==> src/rtl/imem_fetch_port_if.sv <==
// Fetch handshake bundle between the PC/fetch stage (master) and the instruction memory (slave).
interface imem_fetch_port_if #(
    parameter int unsigned XLEN = 32
);
    logic            req_valid;
    logic            req_ready;
    logic [31:0]     req_addr;
    logic            rsp_valid;
    logic            rsp_ready;
    logic [XLEN-1:0] rsp_instr;
    logic [31:0]     rsp_addr;
    logic            rsp_fault;

    modport master (
        output req_valid, req_addr, rsp_ready,
        input  req_ready, rsp_valid, rsp_instr, rsp_addr, rsp_fault
    );

    modport slave (
        input  req_valid, req_addr, rsp_ready,
        output req_ready, rsp_valid, rsp_instr, rsp_addr, rsp_fault
    );
endinterface

==> src/rtl/imem_fetch_port.sv <==
// Instruction memory with a registered, flow-controlled fetch port and a program-load port.
// Define IMEM_FAULT_CNT_EN to build the saturating fault counter on fault_cnt.
module imem_fetch_port #(
    parameter int unsigned XLEN  = 32,
    parameter int unsigned DEPTH = 64,
    parameter int unsigned AW    = $clog2(DEPTH)
) (
    input  logic            clk,
    input  logic            rst,
    imem_fetch_port_if.slave fetch,
    input  logic            prog_we,
    input  logic [AW-1:0]   prog_addr,
    input  logic [XLEN-1:0] prog_data,
    output logic [7:0]      fault_cnt
);
    localparam logic [XLEN-1:0] NOP = XLEN'(32'h0000_0013);

    // Contents power up as NOPs and are deliberately outside the reset domain.
    logic [XLEN-1:0] r_mem [DEPTH] = '{default: NOP};

    logic            r_rsp_valid;
    logic [XLEN-1:0] r_rsp_instr;
    logic [31:0]     r_rsp_addr;
    logic            r_rsp_fault;

    logic            w_req_ready;
    logic            w_accept;
    logic            w_misaligned;
    logic            w_out_of_range;
    logic            w_fault;
    logic [AW-1:0]   w_index;

    assign w_req_ready    = !r_rsp_valid || fetch.rsp_ready;
    assign w_accept       = fetch.req_valid && w_req_ready;
    assign w_index        = fetch.req_addr[AW+1:2];
    assign w_misaligned   = |fetch.req_addr[1:0];
    assign w_out_of_range = |fetch.req_addr[31:AW+2];
    assign w_fault        = w_misaligned || w_out_of_range;

    // Read and write share the edge; the read samples the pre-write word.
    always_ff @(posedge clk) begin
        if (prog_we && !rst) begin
            r_mem[prog_addr] <= prog_data;
        end
    end

    always_ff @(posedge clk or posedge rst) begin
        if (rst) begin
            r_rsp_valid <= 1'b0;
            r_rsp_instr <= NOP;
            r_rsp_addr  <= '0;
            r_rsp_fault <= 1'b0;
        end else if (w_accept) begin
            r_rsp_valid <= 1'b1;
            r_rsp_instr <= w_fault ? NOP : r_mem[w_index];
            r_rsp_addr  <= fetch.req_addr;
            r_rsp_fault <= w_fault;
        end else if (fetch.rsp_ready) begin
            r_rsp_valid <= 1'b0;
        end
    end

`ifdef IMEM_FAULT_CNT_EN
    logic [7:0] r_fault_cnt;

    always_ff @(posedge clk or posedge rst) begin
        if (rst) begin
            r_fault_cnt <= '0;
        end else if (w_accept && w_fault && (r_fault_cnt != 8'hFF)) begin
            r_fault_cnt <= r_fault_cnt + 8'd1;
        end
    end

    assign fault_cnt = r_fault_cnt;
`else
    assign fault_cnt = '0;
`endif

    assign fetch.req_ready = w_req_ready;
    assign fetch.rsp_valid = r_rsp_valid;
    assign fetch.rsp_instr = r_rsp_instr;
    assign fetch.rsp_addr  = r_rsp_addr;
    assign fetch.rsp_fault = r_rsp_fault;
endmodule

==> src/flat_wrapper.sv <==
// flat-port wrapper written by rule: the top's interface ports become plain ports
module imem_fetch_port_flat 
#(
    parameter int unsigned XLEN  = 32,
    parameter int unsigned DEPTH = 64,
    parameter int unsigned AW    = $clog2(DEPTH)
)
  (clk, rst, prog_we, prog_addr, prog_data, fault_cnt, fetch_req_valid, fetch_req_addr, fetch_rsp_ready, fetch_req_ready, fetch_rsp_valid, fetch_rsp_instr, fetch_rsp_addr, fetch_rsp_fault);
  imem_fetch_port_if #(.XLEN(XLEN)) fetch_i ();
  input  logic clk;
  input  logic rst;
  input  logic prog_we;
  input  logic [AW-1:0] prog_addr;
  input  logic [XLEN-1:0] prog_data;
  output logic [7:0] fault_cnt;
  input wire logic [$bits(fetch_i.req_valid)-1:0] fetch_req_valid;
  input wire logic [$bits(fetch_i.req_addr)-1:0] fetch_req_addr;
  input wire logic [$bits(fetch_i.rsp_ready)-1:0] fetch_rsp_ready;
  output wire logic [$bits(fetch_i.req_ready)-1:0] fetch_req_ready;
  output wire logic [$bits(fetch_i.rsp_valid)-1:0] fetch_rsp_valid;
  output wire logic [$bits(fetch_i.rsp_instr)-1:0] fetch_rsp_instr;
  output wire logic [$bits(fetch_i.rsp_addr)-1:0] fetch_rsp_addr;
  output wire logic [$bits(fetch_i.rsp_fault)-1:0] fetch_rsp_fault;
  assign fetch_i.req_valid = fetch_req_valid;
  assign fetch_i.req_addr = fetch_req_addr;
  assign fetch_i.rsp_ready = fetch_rsp_ready;
  assign fetch_req_ready = fetch_i.req_ready;
  assign fetch_rsp_valid = fetch_i.rsp_valid;
  assign fetch_rsp_instr = fetch_i.rsp_instr;
  assign fetch_rsp_addr = fetch_i.rsp_addr;
  assign fetch_rsp_fault = fetch_i.rsp_fault;
  imem_fetch_port #(.XLEN(XLEN), .DEPTH(DEPTH), .AW(AW)) u_core (.clk(clk), .rst(rst), .fetch(fetch_i), .prog_we(prog_we), .prog_addr(prog_addr), .prog_data(prog_data), .fault_cnt(fault_cnt));
endmodule
==> config.mk <==
export PLATFORM = sky130hd
export DESIGN_NAME = imem_fetch_port_flat
export DESIGN_NICKNAME = d
export VERILOG_FILES = /design/src/rtl/imem_fetch_port_if.sv /design/src/rtl/imem_fetch_port.sv /design/src/flat_wrapper.sv
export SDC_FILE = /design/constraint.sdc
export NUM_CORES = 2
export LEC_CHECK = 0
export BUFFER_PORTS_ARGS = -buffer_cell sky130_fd_sc_hd__buf_2
export CAP_MARGIN = 40
export CORE_UTILIZATION = 28
export CTS_BUF_LIST = sky130_fd_sc_hd__clkbuf_4 sky130_fd_sc_hd__clkbuf_8
export CTS_CLUSTER_SIZE = 14
export DETAILED_ROUTE_END_ITERATION = 10
export GPL_TIMING_DRIVEN = 1
export PLACE_DENSITY = 0.42
export SLEW_MARGIN = 10
export SYNTH_ARGS = -nofsm -noshare
export SYNTH_HDL_FRONTEND = slang
export SYNTH_SLANG_ARGS = --single-unit
==> constraint.sdc <==
create_clock -name clk -period 2.65 [get_ports clk]
set_clock_uncertainty 0.1 [all_clocks]
set_input_delay 0.265 -clock clk [delete_from_list [all_inputs] [get_ports clk]]
set_output_delay 0.265 -clock clk [all_outputs]
set_load 0.02 [all_outputs]
==> results.md <==
- Status: completed
- Die height: 540 um
- Crit. End Element: register
- Final Cell Area: 99400 sq um
- Root Buffer: clkbuf_8
- Library cells used by synthesis: 55
- R2R setup slack: 0.08 ns
- Average routed wire per standard cell: 29.6 um
- DP HPWL: 155 mm
- CP delay by family, top: simple AND/OR/NAND/NOR gates
- Ranking of synthesized cells by area: edfxtp_1, mux4_2, mux2i_1
- Final setup fails: 0
- Ports: 150
- Final worst slack: ~0.083 ns
- Share of layout cells above drive strength 1: 36.6%
- Cell Pwr Density: 712 nW/um^2
- Die Wd: about 540 um
- Worst slew pin tran: ~0.90 ns
- Initial DRC count: 3408
- Antenna violations before repair: 21
- #FFs+latches synth: 2114
- Crit path max-delay cell type: or4_2
- Port Buffers: roughly 140
- CP max stage delay: 0.76 ns
- Tmin final: 2.57 ns
- First-pass GRT wire length: 353 mm
- Row cnt: 197
- Buf/Inv on CP: 2
- Async S/R FF share, synth: under 10%
- Slew Limit Fails: 0
- Mapped Area: roughly 81000 sq um
- WP depth: 7
- Ys flop type: edfxtp_1
- Worst-case clock buffer depth: 4
- Die area: 292000 sq um
- Vias in the first global route: roughly 43000
- Top cell type's share of synthesized area: ~76%
- Filler cells: 27100
- Max IR drop VDD: 0.000356 V
- Fin. Hold Viols: 0
- CTS Buf Count: 360
- Setup WS pre-CTS: -0.591 ns
- CP max FO: 36
- Hold/Removal Path Class: primary input to register
- Max-Slew Margin vs Limit: between 40% and 50%
- Most instantiated library cell after synthesis: edfxtp_1
- Top cell type by total area after synthesis: edfxtp_1
- Max Cap Viol: 0
- Post-synth EDFFs: 2048
- DR vias/cell: 4.82
- H-tree depth: 5
- Largest net degree at the start of global routing: 65
- CTS clock-pin slew for the worst setup and hold paths: 0.07 ns
- R2R depth: 7
- Post-Syn Instances: 3694
- Via count: 41400
- First-pass iteration count of the detailed router: 5
- Placer congestion estimate: ~0.77
- Worst Path Arrival: 3.37 ns
- CP startpoint: u_core.fetch.rsp_valid
- Total track usage: 17.2%
- Post-synthesis sequential area ratio: 78.0%
- CP Data Required Time: 3.45 ns
- Number of remaining DRC errors: 0
- # nets final: 4592
- GR Overflow Total: 0
- Pleak: approximately 33 nW
- Crit path to: u_core.fetch.rsp_instr[4]
- Type of the worst setup path: register to register
- Critical R2R Launch: u_core.fetch.rsp_valid
- CP startpoint kind: register
- Post-DP Area: roughly 91000 sq um
- Fmax: 389 MHz
- Total core area: 288000 sq um
- Worst r2r dst: u_core.fetch.rsp_instr[4]
- Clock Latency Late Sink: 1.00 ns
- CTS Sinks: 2114
- RSZ-0062 raised after global routing: false
- Yosys warns: 0
- Post-synth top cells: edfxtp_1, mux4_2, mux2i_1, nand2_1, mux2_2
- Mapped Avg Cell Area: 21.9 sq um
- Drt total wl: 255 mm
- CP Cell Sequence: nand2b_1, nand2_4, or4_2, buf_12, a311oi_2, buf_2, nor3_1
- Synth-to-layout area growth: 22.6%
- Initial Util: between 20 and 30%
- Fin crit share: 96.9%
- CTS tree: yes
- Final ANT Viol Nets: 0
[registers in the layout, indices dropped and copies added, names as in the netlist]
name	count
u_core.r_mem	2048
u_core.fetch.rsp_fault	1
u_core.fetch.rsp_addr	32
u_core.fetch.rsp_valid	1
u_core.fetch.rsp_instr	32
[where the power goes]
| group | leakage (nW) | internal (W) | switching (W) |
|---|---|---|---|
| Clock | 3.76 | 0.0160 | 0.0134 |
| Combinational | 9.51 | 0.00170 | 0.00266 |
| Sequential | 19.2 | 0.0369 | 0.0000658 |
[metrics by stage]
stage          hold slack (ns)  utilization (%)  std cells  setup TNS, ns  power (W)
2_1_floorplan            0.264                -       3701        -170.20     0.0395
3_3_place_gp             0.367             31.6       7822          -6.90     0.0419
3_5_place_dp             0.375             31.6       7828          -4.76     0.0419
4_1_cts                 0.0269             34.5       8584              0     0.0717
5_1_grt                 0.0568             34.5       8590              0     0.0732
6_report                 0.106             34.5       8597              0     0.0708
[cell type report]
class	count	area (sq um)	share of cell area, %
clock inverters	131	822	0.827
clock buffers	520	6290	6.33
multi-input cells	1368	17300	17.4
inverters	2	11.3	0.0113
repair buffers	671	7030	7.08
flip-flops and latches	2114	63200	63.6
diodes	10	25.0	0.0252
well taps	3781	4730	4.76
[routing by layer]
metal	vias up	routed length, um	track usage [%]	part of all wire, %
met5	-	0	0	0
met4	0	5140	3.96	2.0
met3	320	14700	3.35	5.8
met2	1207	124000	28.7	49
met1	22500	111000	23.2	43
li1	17400	-	-	-
[repair_timing]
item	in CTS	in global routing
buffers inserted	0	3
endpoints found under the hold margin	2027	0
resized for setup	2	1
hold buffers	105	0
endpoints found under the setup margin	2	28
pin swaps	0	1
[placed cells by master (no fill, tap or decap), types with 4 or more instances in the layout]
cell	Yosys	final
edfxtp_1	2048	2048
mux4_2	395	395
clkbuf_8	0	382
mux2i_1	268	268
buf_4	33	261
buf_12	1	163
clkbuf_4	0	138
buf_2	85	137
nand2_1	134	130
dlygate4sd3_1	0	105
mux2_2	94	94
o221ai_1	85	85
clkinv_1	0	83
nor2_4	0	65
dfrtp_1	63	63
o22ai_1	58	57
a221oi_1	56	55
a22oi_1	31	31
o21ai_0	31	31
o41ai_2	27	27
clkinv_2	0	23
or2_2	19	19
diode_2	0	10
clkinvlp_4	0	10
nor2_1	76	9
or2_1	9	9
nand3_1	9	8
conb_1	1	8
bufinv_16	0	8
nor4_1	7	7
mux4_1	7	7
nor2b_1	10	5
nand2b_1	5	5
nand3b_1	4	4
inv_8	0	4
buf_8	0	4
[worst min-delay path by stage]
stage,startpoint,cells past startpoint,end,slack (ns)
after floorplan,prog_data[0],0,u_core.r_mem[0][0],0.26
after global placement,u_core.fetch.rsp_instr[17],2,u_core.fetch.rsp_instr[17],0.37
after detailed placement,u_core.fetch.rsp_instr[17],2,u_core.fetch.rsp_instr[17],0.38
after CTS,prog_data[28],2,u_core.r_mem[50][28],0.03
after global routing,prog_data[28],2,u_core.r_mem[50][28],0.06
final,prog_data[28],2,u_core.r_mem[50][28],0.11
[cells by family after synthesis]
logic type             Yosys count  synth area share (%)
AO/OA/AOI/OAI                  303                  3.14
buffers and inverters          219                  1.45
flip-flops                    2114                  78.0
multiplexers                   764                  15.8
other                            1               0.00463
AND/OR/NAND/NOR                293                  1.63
Power figures use the tool's default switching activity.
